--- config.mk ---
export PLATFORM = sky130hd
export DESIGN_NAME = flex_counter_multi
export DESIGN_NICKNAME = d
export VERILOG_FILES = /design/src/rtl/flex_counter_multi.sv
export SDC_FILE = /design/constraint.sdc
export NUM_CORES = 1
export LEC_CHECK = 0
export ABC_CLOCK_PERIOD_IN_PS = 3900
export CAP_MARGIN = 20
export CORE_MARGIN = 2
export CORE_UTILIZATION = 35
export CTS_BUF_LIST = sky130_fd_sc_hd__clkbuf_8
export DETAILED_ROUTE_END_ITERATION = 12
export PLACE_DENSITY = 0.59
export SYNTH_ARGS = -nofsm -noshare
export SYNTH_HDL_FRONTEND = slang
export SYNTH_SLANG_ARGS = --single-unit
export TNS_END_PERCENT = 5
--- constraint.sdc ---
create_clock -name clk -period 3.9 [get_ports clk]
set_clock_uncertainty 0.1 [all_clocks]
set_input_delay 0.585 -clock clk [delete_from_list [all_inputs] [get_ports clk]]
set_output_delay 0.585 -clock clk [all_outputs]
set_load 0.02 [all_outputs]
--- src/rtl/flex_counter_multi.sv ---
// Multi-channel up/down flex counter with seed load, clear, programmable rollover and optional cascade.
// Define FLEX_CNT_SATURATE_EN to make channels saturate at their bounds instead of wrapping.
module flex_counter_multi #(
  parameter int NUM_CH  = 2,
  parameter int WIDTH   = 7,
  parameter int CASCADE = 0
) (
  input  logic                    clk,
  input  logic                    n_rst,
  input  logic [NUM_CH-1:0]       clear,
  input  logic [NUM_CH-1:0]       load,
  input  logic [NUM_CH-1:0]       count_enable,
  input  logic [NUM_CH-1:0]       sign,
  input  logic [NUM_CH*WIDTH-1:0] seed,
  input  logic [NUM_CH*WIDTH-1:0] rollover_val,
  output logic [NUM_CH*WIDTH-1:0] count_out,
  output logic [NUM_CH-1:0]       rollover_flag,
  output logic                    any_rollover
);

  logic [NUM_CH-1:0] wrap;
  logic              any_reg;

  genvar gi;
  generate
    for (gi = 0; gi < NUM_CH; gi = gi + 1) begin : g_ch
      logic [WIDTH-1:0] count_reg;
      logic [WIDTH-1:0] count_next;
      logic [WIDTH-1:0] r_val;
      logic             flag_reg;
      logic             flag_next;
      logic             wrap_c;
      logic             en_c;

      assign r_val = rollover_val[gi*WIDTH +: WIDTH];

      // Each channel keeps its own wrap net so the cascade chain stays acyclic per bit.
      if (CASCADE != 0 && gi > 0) begin : g_casc
        assign en_c = count_enable[gi] & g_ch[gi-1].wrap_c;
      end else begin : g_solo
        assign en_c = count_enable[gi];
      end

      always_comb begin
        count_next = count_reg;
        wrap_c     = 1'b0;
        flag_next  = 1'b0;
        if (clear[gi]) begin
          count_next = '0;
        end else if (load[gi]) begin
          count_next = seed[gi*WIDTH +: WIDTH];
        end else if (en_c) begin
`ifdef FLEX_CNT_SATURATE_EN
          if (!sign[gi]) begin
            count_next = (count_reg >= r_val) ? r_val : count_reg + 1'b1;
            flag_next  = (count_next == r_val);
          end else begin
            if (count_reg == '0)
              count_next = '0;
            else if (count_reg > r_val)
              count_next = r_val;
            else
              count_next = count_reg - 1'b1;
            flag_next = (count_next == '0);
          end
          // Only the first arrival at the bound counts as a wrap event.
          wrap_c = flag_next && (count_next != count_reg);
`else
          if (!sign[gi]) begin
            if (count_reg >= r_val) begin
              count_next = '0;
              wrap_c     = 1'b1;
            end else begin
              count_next = count_reg + 1'b1;
            end
          end else begin
            if (count_reg == '0) begin
              count_next = r_val;
              wrap_c     = 1'b1;
            end else if (count_reg > r_val) begin
              count_next = r_val;
            end else begin
              count_next = count_reg - 1'b1;
            end
          end
          flag_next = wrap_c;
`endif
        end
      end

      always_ff @(posedge clk) begin
        if (!n_rst) begin
          count_reg <= '0;
          flag_reg  <= 1'b0;
        end else begin
          count_reg <= count_next;
          flag_reg  <= flag_next;
        end
      end

      assign wrap[gi]                      = wrap_c;
      assign count_out[gi*WIDTH +: WIDTH]  = count_reg;
      assign rollover_flag[gi]             = flag_reg;
    end
  endgenerate

  always_ff @(posedge clk) begin
    if (!n_rst)
      any_reg <= 1'b0;
    else
      any_reg <= |wrap;
  end

  assign any_rollover = any_reg;

endmodule

==> results.sh, run 1 <==
export IMPL_vdd_drop_max_v=0.0001282
export IMPL_grt_first_pass_wirelength_um=9045
export IMPL_via_per_inst=5.299
export IMPL_vias=2040
export IMPL_clk_latency_ns=0.25
export IMPL_synth_warnings=0
export IMPL_gp_congestion=0.7899
export IMPL_synth_main_ff_cell="dfxtp_1"
export IMPL_finalHoldViolCount=0
export IMPL_htreeDepth=1
export IMPL_path_class="in -> reg"
export IMPL_setup_violations=0
export IMPL_reg2reg_depth=7
export IMPL_grt_pass1_vias=1914
export IMPL_worst_hold_path_endpoint="g_ch[1].count_reg[6]$_SDFFE_PP0P_"
export IMPL_layout_drive_gt1_share=0.05751
export IMPL_max_stage_delay_ns=0.45
export IMPL_hold_depth=2
export IMPL_netlist_area_leader_share=0.1758
export IMPL_synth_area_per_cell_um2=7.222
export IMPL_path_buf_inv=2
export IMPL_setup_tns_ns=0
export IMPL_ys_types=50
export IMPL_fmax_mhz=368.3
export IMPL_num_rows=27
export IMPL_die_y_um=78.37
export IMPL_regToRegEndpoint="g_ch[1].count_reg[2]$_SDFFE_PP0P_"
export IMPL_hpwlAfterDp_um=4386
export IMPL_coreArea_mm2=0.005439
export IMPL_cts_buffers=3
export IMPL_initial_utilization=0.3559
export IMPL_clk_transition_reported_paths_ns=0.07
export IMPL_grt_max_degree=20
export IMPL_totalPowerFinal_w=0.0005935
export IMPL_status="finished, final reports clean"
export IMPL_cp_start_kind="primary input"
export IMPL_fp_dieW_um=78.37
export IMPL_routed_wl_um=5595
export IMPL_crit_chain="clkdlybuf4s50_1, inv_1, ha_1, a211oi_2, o21bai_2, o22ai_2, nand2_2, a221o_1, a21oi_1"
export IMPL_yosysMostFrequentCell="a21oi_1"
export IMPL_drtIter0Drc=107
export IMPL_rrSetupSlack_ns=1.45
export IMPL_syn_inst=268
export IMPL_cts_tree="done"
export IMPL_fin_crit_ns=2.715
export IMPL_ys_seq_area_frac=0.1758
export IMPL_pin_count=55
export IMPL_post_drt_wl_per_cell_um=14.53
export IMPL_path_delay_family="compound AO/OA/AOI/OAI gates"
export IMPL_synth_edf_count=0
export IMPL_port_buffers=54
export IMPL_ys_seq_elements=17
export IMPL_cp_required_ns=3.98
export IMPL_critPathLaunch="rollover_val[11]"
export IMPL_synth_area_leaders="dfxtp_1 18%, ha_1 12%, a21oi_1 7.5%"
export IMPL_overflow=0
export IMPL_leakage_nw=1.029
export IMPL_postCtsHoldBufs=0
export IMPL_synth_top_area_cell="dfxtp_1"
export IMPL_hold_class="reg -> reg"
export IMPL_async_reset_ff_frac=0
export IMPL_rsz0062_at_grt="no"
export IMPL_max_slew_margin=0.6075
export IMPL_syn_nets=324
export IMPL_hp_start="g_ch[1].count_reg[6]$_SDFFE_PP0P_"
export IMPL_path_max_fanout=9
export IMPL_first_pass_iters=4
export IMPL_power_density_mw_per_mm2=233.3
export IMPL_cp_slowest_cell="clkdlybuf4s50_1"
export IMPL_nets=370
export IMPL_drv_cap=0
export IMPL_antenna_found_initial=0
export IMPL_cp_end_kind="flop"
export IMPL_arrival_ns=2.80
export IMPL_clkSinkCount=17
export IMPL_syn_to_final_growth_pct=31.42
export IMPL_ant_nets=0
export IMPL_grt_usage=0.1822
export IMPL_clock_tree_buffer_depth=2
export IMPL_finalCritPeriodShare=0.6961
export IMPL_diodes=0
export IMPL_finalMaxSlewViolations=0
export IMPL_cts_resized=0
export IMPL_root_buffer="clkbuf_8"
export IMPL_synth_common_cells="29 x a21oi_1, 28 x nor2_1, 20 x inv_1, 18 x ha_1"
export IMPL_post_cts_buffers=0
export IMPL_drc=0
export IMPL_r2r_start="g_ch[1].count_reg[4]$_SDFFE_PP0P_"
export IMPL_syn_area_mm2=0.001936
export IMPL_tightest_slew_ns=0.5869
export IMPL_die_area_mm2=0.006141
export IMPL_largest_register_ff_count=14
power breakdown:
group / total (W) / leakage, nW / internal [W] / switching (W)
Clock: 0.000135 / 0.0255 / 0.0000709 / 0.0000639
Sequential: 0.000202 / 0.139 / 0.000182 / 0.0000201
Combinational: 0.000257 / 0.865 / 0.000123 / 0.000133
Total: 0.000593 / 1.03 / 0.000376 / 0.000217
worst max path at each step:
stage / end / slack, ns / cells after the start
final: g_ch[1].count_reg[2]$_SDFFE_PP0P_ / 1.19 / 9
after detailed placement: g_ch[1].count_reg[2]$_SDFFE_PP0P_ / 0.93 / 9
after global placement: g_ch[1].count_reg[2]$_SDFFE_PP0P_ / 0.92 / 9
after CTS: g_ch[1].count_reg[2]$_SDFFE_PP0P_ / 1.19 / 9
after floorplan: g_ch[1].count_reg[1]$_SDFFE_PP0P_ / 1.63 / 8
after global routing: g_ch[1].count_reg[2]$_SDFFE_PP0P_ / 0.99 / 9
per-layer routing:
layer	GRT usage	vias up	wire length, um
li1	-	1060	-
met1	0.2617	916	2867
met2	0.2888	62	2422
met3	0.03218	2	286
met4	0.02982	0	19
met5	0	-	0
kinds of logic after synthesis:
group,share of synthesized area
simple gates,0.2715
compound gates,0.2838
buf+inv,0.08015
fa+ha+maj,0.1164
flops,0.1758
xor+xnor,0.07240
layout by cell type (no fill, tap or decap), types with 3 or more instances in the layout:
cell	Yosys	layout
a211o_1	4	4
a211oi_1	6	6
a211oi_2	3	3
a21oi_1	29	29
a221oi_1	3	3
a31oi_1	6	6
and3_1	3	3
clkbuf_8	0	3
clkdlybuf4s50_1	0	54
dfxtp_1	17	17
ha_1	18	18
inv_1	20	20
nand2_1	15	15
nand2b_1	9	9
nand3_1	17	17
nand3b_1	3	3
nor2_1	28	28
nor2b_1	3	3
nor3_1	8	8
o21ai_0	11	11
o311ai_0	3	3
xnor2_1	10	10
xor2_1	6	6
layout make-up:
type / count / area (um2)
clock buffer: 3 / 41.29
tap: 72 / 90.09
clock inverter: 1 / 5.005
multi-input combinational: 216 / 1440
sequential: 17 / 340.3
timing repair buffer: 55 / 548.0
inverter: 21 / 78.83
fill: 564 / 2895
metrics by stage:
stage	instances	instance area, um2	utilization	setup WS, ns	hold slack (ns)
3_5_place_dp	381	2497	0.4592	0.9346	0.4914
2_1_floorplan	268	1936	-	1.632	0.5158
3_3_place_gp	381	2497	0.4592	0.9247	0.4870
6_report	385	2544	0.4677	1.185	0.5192
5_1_grt	385	2544	0.4677	0.9865	0.5423
4_1_cts	385	2544	0.4677	1.187	0.5022
worst register-to-register path: stages (launching register included):
cell and delay, ns:
dfxtp_1 0.56, ha_1 0.34, a211oi_2 0.24, o21bai_2 0.14, o22ai_2 0.32, nand2_2 0.16, a221o_1 0.39, a21oi_1 0.13
No activity file was read; power rests on OpenSTA's default activity.
==> run 2: changes to the inputs <==
ABC_CLOCK_PERIOD_IN_PS = 2600   (was 3900)
clock period = 2.6 ns   (was 3.9 ns; I/O delays follow)
==> run 2 against run 1 <==
  * Via count rose by 3.3%
  * Cell count increased by 4.7%
  * Largest power group unchanged
  * Worst hold slack worse by 0.041 ns
  * Largest cell class unchanged
  * First-iteration DRC count up 6.5%
  * Non-clock buffer count grew 18
  * Sequential cell count is the same
  * Die area did not move
  * Routed wire length rose by 2.1%
  * Global-route usage is 0.57 points higher
==> results.sh, run 2 (synthesis gave the netlist of run 1 again) <==
export IMPL_clkSinkCount=17
export IMPL_grt_first_pass_wirelength_um=9308
export IMPL_grt_max_degree=20
export IMPL_pin_count=55
export IMPL_max_stage_delay_ns=0.45
export IMPL_dp_cells=399
export IMPL_tightest_slew_ns=0.6150
export IMPL_drv_cap=0
export IMPL_clock_tree_buffer_depth=2
export IMPL_cts_resized=0
export IMPL_layout_drive_gt1_share=0.1057
export IMPL_antenna_found_initial=0
export IMPL_largest_register_ff_count=14
export IMPL_rsz0062_at_grt="no"
export IMPL_clk_latency_ns=0.26
export IMPL_syn_to_final_growth_pct=38.33
export IMPL_postCtsHoldBufs=0
export IMPL_nets=388
export IMPL_design_area_mm2=0.002678
export IMPL_path_max_fanout=6
export IMPL_routed_wl_um=5712
export IMPL_gp_congestion=0.9414
export IMPL_ant_nets=0
export IMPL_htreeDepth=1
export IMPL_post_cts_buffers=0
export IMPL_grt_pass1_vias=1949
export IMPL_leakage_nw=1.119
export IMPL_coreArea_mm2=0.005439
export IMPL_power_density_mw_per_mm2=343.7
export IMPL_post_drt_wl_per_cell_um=14.17
export IMPL_fmax_mhz=411.6
export IMPL_cts_buffers=3
export IMPL_setup_violations=0
export IMPL_cp_end_kind="flop"
export IMPL_finalCritPeriodShare=0.9344
export IMPL_initial_utilization=0.3559
export IMPL_setup_tns_ns=0
export IMPL_vias=2108
export IMPL_drtIter0Drc=114
export IMPL_overflow=0
export IMPL_via_per_inst=5.231
export IMPL_holdWs_ns=0.4781
export IMPL_clkPwrFrac=0.217
export IMPL_diodes=0
export IMPL_hold_class="reg -> reg"
export IMPL_path_class="in -> reg"
export IMPL_fin_crit_ns=2.430
export IMPL_first_pass_iters=4
export IMPL_p_sw_w=0.0003309
export IMPL_crit_chain="clkdlybuf4s50_1, inv_1, ha_1, a211oi_2, o21bai_2, o22ai_2, nand2_2, a221o_1, a21oi_1"
export IMPL_max_slew_margin=0.5887
export IMPL_cts_tree="done"
export IMPL_finalHoldViolCount=0
export IMPL_cp_required_ns=2.69
export IMPL_status="finished, final reports clean"
export IMPL_vdd_drop_max_v=0.0002313
export IMPL_instances_no_fill=403
export IMPL_fp_dieW_um=78.37
export IMPL_placedInstanceArea_mm2=0.002633
export IMPL_die_y_um=78.37
export IMPL_mostFrequentLayoutCell="clkdlybuf4s50_1"
export IMPL_final_cell_mix="54 x clkdlybuf4s50_1, 29 x a21oi_1, 28 x nor2_1"
export IMPL_root_buffer="clkbuf_8"
export IMPL_swShare=0.3595
export IMPL_finalMaxSlewViolations=0
export IMPL_grt_usage=0.1878
export IMPL_hpwlAfterDp_um=4625
export IMPL_die_area_mm2=0.006141
export IMPL_cp_slowest_cell="clkdlybuf4s50_1"
export IMPL_clk_transition_reported_paths_ns=0.07
export IMPL_drc=0
export IMPL_seqPwrFrac=0.314
export IMPL_cp_start_kind="primary input"
export IMPL_port_buffers=54
export IMPL_num_rows=27
export IMPL_arrival_ns=2.52
export IMPL_totalPowerFinal_w=0.0009204
export IMPL_p_int_w=0.0005895
export IMPL_pwr_share_comb=0.469
==> run 2: stage by stage <==
| stage | util | setup slack, ns |
|---|---|---|
| finish | 0.4923 | 0.1704 |
| detailed placement | 0.4840 | -0.08424 |
| global route | 0.4923 | 0.01243 |
| CTS | 0.4923 | 0.1750 |
| floorplan | - | 0.4119 |
| global placement | 0.4840 | -0.08612 |
==> run 2: per-layer routing <==
metal,global-route usage,part of all wire,vias to the layer above
met3,0.02989,0.056,8
met2,0.2879,0.43,60
met4,0.04912,0.0079,0
met1,0.2723,0.51,939
li1,-,-,1101
met5,0,0,-
==> run 2: worst paths after layout <==
check	to	slack, ns	cells past startpoint	startpoint
setup / recovery	g_ch[1].count_reg[2]$_SDFFE_PP0P_	0.17	9	rollover_val[11]
hold / removal	g_ch[1].count_reg[6]$_SDFFE_PP0P_	0.48	2	g_ch[1].count_reg[6]$_SDFFE_PP0P_
setup reg to reg	g_ch[1].count_reg[0]$_SDFFE_PP0P_	0.24	7	g_ch[1].count_reg[0]$_SDFFE_PP0P_
hold reg to reg	g_ch[1].count_reg[6]$_SDFFE_PP0P_	0.48	2	g_ch[1].count_reg[6]$_SDFFE_PP0P_
==> run 2: worst max-delay path, delay by kind of cell <==
kind                       cells  cell delay (ns)
AOI/OAI and AO/OA              5             1.18
and+or+nand+nor                1             0.13
adders and majority gates      1             0.33
buffers and inverters          2             0.50
==> run 2: area by class of cell <==
type                            count  area, um2
Timing Repair Buffer               73      683.2
Clock buffer                        3      41.29
Clock inverter                      1      3.754
Tap cell                           72      90.09
Fill cell                         538       2761
Sequential cell                    17      340.3
Multi-Input combinational cell    216       1440
Inverter                           21      78.83
==> run 2: power groups by stage <==
| stage | logic [W] | registers, W | clock network, W |
|---|---|---|---|
| floorplan | 0.000244 | 0.000308 | 0 |
| global placement | 0.000430 | 0.000295 | 0 |
| detailed placement | 0.000428 | 0.000295 | 0 |
| CTS | 0.000431 | 0.000289 | 0.000211 |
| global route | 0.000476 | 0.000291 | 0.000217 |
| finish | 0.000432 | 0.000289 | 0.000200 |
==> edit 1, RTL diff (flow settings as in run 2) <==
Set the parameter `WIDTH` to 6 (it was 7).
--- a/src/rtl/flex_counter_multi.sv
+++ b/src/rtl/flex_counter_multi.sv
@@ -2,7 +2,7 @@
 // Define FLEX_CNT_SATURATE_EN to make channels saturate at their bounds instead of wrapping.
 module flex_counter_multi #(
   parameter int NUM_CH  = 2,
-  parameter int WIDTH   = 7,
+  parameter int WIDTH   = 6,
   parameter int CASCADE = 0
 ) (
   input  logic                    clk,
Ports: changed (resized count_out, rollover_val and seed); port bits go from 55 to 49. The function was not compared with the original's and may differ.
==> edit 1 against run 2 <==
- global-route usage rose by 0.21 points
- synthesized area down 12%
- critical path type unchanged
- count of clock-buffer cells in the layout is the same
- worst setup slack lost 9.6 ps
- total power decreased by 7.1%
- clock power shrank 3%
- routed wire length decreased by 14%
- sequential cell count down 2
- via count shrank 12%
- cell count shrank 8.9%
- core utilization is 4.2 points higher
- design area fell by 5.8%
- sequential share of layout area fell by 0.81 points
==> edit 1: results (changes against run 2) <==
[status]
status = finished, final reports clean

[timing]
tightestPinTransition_ps = 574  ; -41.2 ps
period_minus_slack_ps = 2440  ; +9.57 ps

[critical_path]
r2r_slack_ps = 300  ; +60 ps
r2r-end = g_ch[0].count_reg[2]$_SDFFE_PP0P_
crit_path_max_incr_delay_ps = 480  ; +30 ps
worstSetupStartpoint = rollover_val[5]
crit_arrival_ps = 2470  ; -50 ps
r2r_cells = 9  ; +2

[finish]
largest_reg_flops = 12  ; -2
drive_gt1_frac = 0.177  ; +0.0709

[global_routing]
grtUsageTotal = 0.190  ; +0.00207
grtUsageMet3 = 0.0261  ; -0.00382
grt_max_degree = 13  ; -35%
grt_pass1_wl_um = 8190  ; -12%
met1_usage = 0.313  ; +0.0409

[placed_design]
dpl.cell_count = 363  ; -9.0%
post-dp-hpwl_um = 4000  ; -13%
port_buffers = 48  ; -11%
place_congestion = 0.859  ; -8.8%

[power_and_ir_drop]
peakVddDrop_v = 0.000188  ; -19%
p_sw_mw = 0.298  ; -10%

[route]
vias_per_cell = 5.05  ; -3.5%

[yosys]
synth_nets = 276  ; -15%
synth_area_leaders = dfxtp_1 18%, ha_1 13%, inv_1 5.1%
synth_xor_area_frac = 0.0462  ; -0.0262
yosys-mux-area-fraction = 0.0117  ; +0.0117
synth_common_cells = 23 x inv_1, 18 x ha_1, 18 x nand2_1
synth_compound_area_frac = 0.282  ; -0.00225

[hold_path]
min_to = g_ch[1].count_reg[5]$_SDFFE_PP0P_
min_from = g_ch[1].count_reg[5]$_SDFFE_PP0P_

edit 1: cell families (layout without fill, tap and decap cells):
| kind of cell | count (synthesis) | in the layout |
|---|---|---|
| AO/OA/AOI/OAI | 69 | 69 |
| XOR/XNOR | 9 | 9 |
| adder cells (fa/ha/maj) | 18 | 18 |
| buffers and inverters | 35 | 111 |
| flip-flops | 15 | 15 |
| multiplexers | 2 | 2 |
| AND/OR/NAND/NOR | 76 | 76 |
edit 1: area by class of cell:
cell class	count	area [um^2]
inverter	24	90.1
multi-input combinational	174	1260
sequential	15	300
fill	462	2200
tap	67	83.8
clock inverter	1	3.75
timing repair buffer	83	743
clock buffer	3	41.3
edit 1: repair_timing:
action	CTS	global route
setup endpoints to repair	0	4
hold endpoints to repair	0	0
resized for setup	0	3
edit 1: stage by stage:
stage	hold slack (ps)	setup TNS, ps
after floorplan	392	0
after global placement	509	-636
after detailed placement	504	-709
after CTS	519	0
after global routing	569	-6.59
final	527	0
==> edit 2, RTL diff (flow settings as in run 2) <==
Made on the original files. Register the output `count_out` once more, without a reset; this adds one clock of latency there. The other outputs are not delayed to match.
--- a/src/rtl/flex_counter_multi.sv
+++ b/src/rtl/flex_counter_multi.sv
@@ -17,6 +17,8 @@
   output logic [NUM_CH-1:0]       rollover_flag,
   output logic                    any_rollover
 );
+
+  logic [NUM_CH*WIDTH-1:0] count_d;
 
   logic [NUM_CH-1:0] wrap;
   logic              any_reg;
@@ -99,7 +101,7 @@
       end
 
       assign wrap[gi]                      = wrap_c;
-      assign count_out[gi*WIDTH +: WIDTH]  = count_reg;
+      assign count_d[gi*WIDTH +: WIDTH]  = count_reg;
       assign rollover_flag[gi]             = flag_reg;
     end
   endgenerate
@@ -113,5 +115,9 @@
 
   assign any_rollover = any_reg;
 
+  always_ff @(posedge clk) begin
+    count_out <= count_d;
+  end
+
 endmodule
 
Function: changed (a bounded check fails within 4 cycles, from zero or initial values and one cycle with n_rst low).
==> edit 2 against run 2 <==
- routed wire length increased by 19%
- synthesized area increased by 27%
- sequential share of layout area increased by 5.5 points
- design area increased by 27%
- worst setup slack got worse by 74 ps
- sequential cell count increased by 14
- fmax decreased by 3.0%
- combinational power increased by 20%
- total power increased by 65%
==> edit 2: results (changes against run 2) <==
[critical_path]
crit_arrival_ps = 2600  ; +80 ps
r2r-end = g_ch[0].count_reg[4]$_SDFFE_PP0P_
setup.worst_path.end = g_ch[1].count_reg[5]$_SDFFE_PP0P_
worstSetupStartpoint = rollover_val[11]
cp_max_fo = 4  ; -2
crit_path_max_incr_delay_ps = 490  ; +40 ps
r2r_slack_ps = 400  ; +160 ps
cp_top_family = buffers and inverters
r2r_cells = 9  ; +2
r2r_start = g_ch[0].count_reg[1]$_SDFFE_PP0P_

[route]
drtIter0Drc = 95  ; -17%
m1WireLength_um = 3170  ; +9.6%
routedWlPerCell_um = 14.0  ; -0.93%
wl_met3_um = 402  ; +25%
via_count = 2494  ; +18%
wl_met2_um = 3150  ; +28%
vias_per_cell = 5.16  ; -1.3%

[power_and_ir_drop]
p_leak_nw = 1.40  ; +25%
peakVddDrop_v = 0.000241  ; +4.4%
power.share.clock = 0.320  ; +0.103
p_total_mw = 1.52  ; +65%
p_sw_mw = 0.453  ; +37%
share_comb_of_total_power = 0.342  ; -0.127

[yosys]
synth_nets = 361  ; +11%
synth-seq-area-share = 0.252  ; +0.0762
synth_area_leaders = dfxtp_1 25%, ha_1 9.1%, a21oi_1 6.5%
ys_types = 67  ; +34%
synth_common_cells = 32 x a21oi_1, 31 x dfxtp_1, 25 x nor2_1
synth-edff-count = 0  ; unchanged
postSynthAreaPerCell_um2 = 8.07  ; +12%

[timing]
max_slew_margin = 0.651  ; +0.0622
holdWs_ps = 311  ; -167 ps
finalCritPeriodShare = 0.963  ; +0.0285

[hold_path]
whs_path_depth = 0  ; -2
min_to = count_out[8]$_DFF_P_
hp-class = flip-flop to flip-flop
min_from = g_ch[1].count_reg[1]$_SDFFE_PP0P_

[placed_design]
dpl.cell_count = 475  ; +19%
post-dp-hpwl_um = 5380  ; +16%
place_congestion = 0.912  ; -3.1%
placedInstanceArea_um2 = 3280  ; +25%
pre_cts_slack_ps = -136  ; -51.6 ps

[clock_tree]
cts_inserted_buffers = 5  ; +2
cts_hold_buf = 0  ; unchanged

[global_routing]
global_route.usage.met2 = 0.300  ; +0.0117
met1_usage = 0.254  ; -0.0184
grt_max_degree = 14  ; -30%
grtUsageMet3 = 0.0349  ; +0.00499
grtUsageTotal = 0.186  ; -0.00152
grt_pass1_wl_um = 11400  ; +23%

[finish]
drive_gt1_frac = 0.181  ; +0.0751
num-nets-final = 442  ; +14%

[status]
status = finished, final reports clean

==> edit 2: changes by cell type after synthesis, moves of 3 or more <==
cell,delta
a21oi_1,+3
mux2i_1,+4
nand3_1,-13
nand2_1,+4
nor2_1,-3
o21ai_0,+3
o211ai_1,+6
nor3_1,+6
o311ai_0,-3
dfxtp_1,+14
a211oi_1,-4
nand2b_1,-3
==> edit 2: final cells by class <==
type                    instances  area (um^2)  area share
multi-input cells             232         1620       0.476
repair buffers                 95          848       0.249
flip-flops and latches         31          621       0.182
well taps                      96          120      0.0353
clock buffers                   6         82.6      0.0242
inverters                      21         78.8      0.0231
clock inverters                 2         35.0      0.0103
==> edit 2: cell families after synthesis <==
| family | Yosys count | share of synthesized area |
|---|---|---|
| simple gates | 102 | 0.233 |
| compound gates | 96 | 0.272 |
| buf+inv | 42 | 0.0925 |
| flops | 31 | 0.252 |
| fa+ha+maj | 18 | 0.0915 |
| xor+xnor | 12 | 0.0427 |
| mux | 4 | 0.0163 |
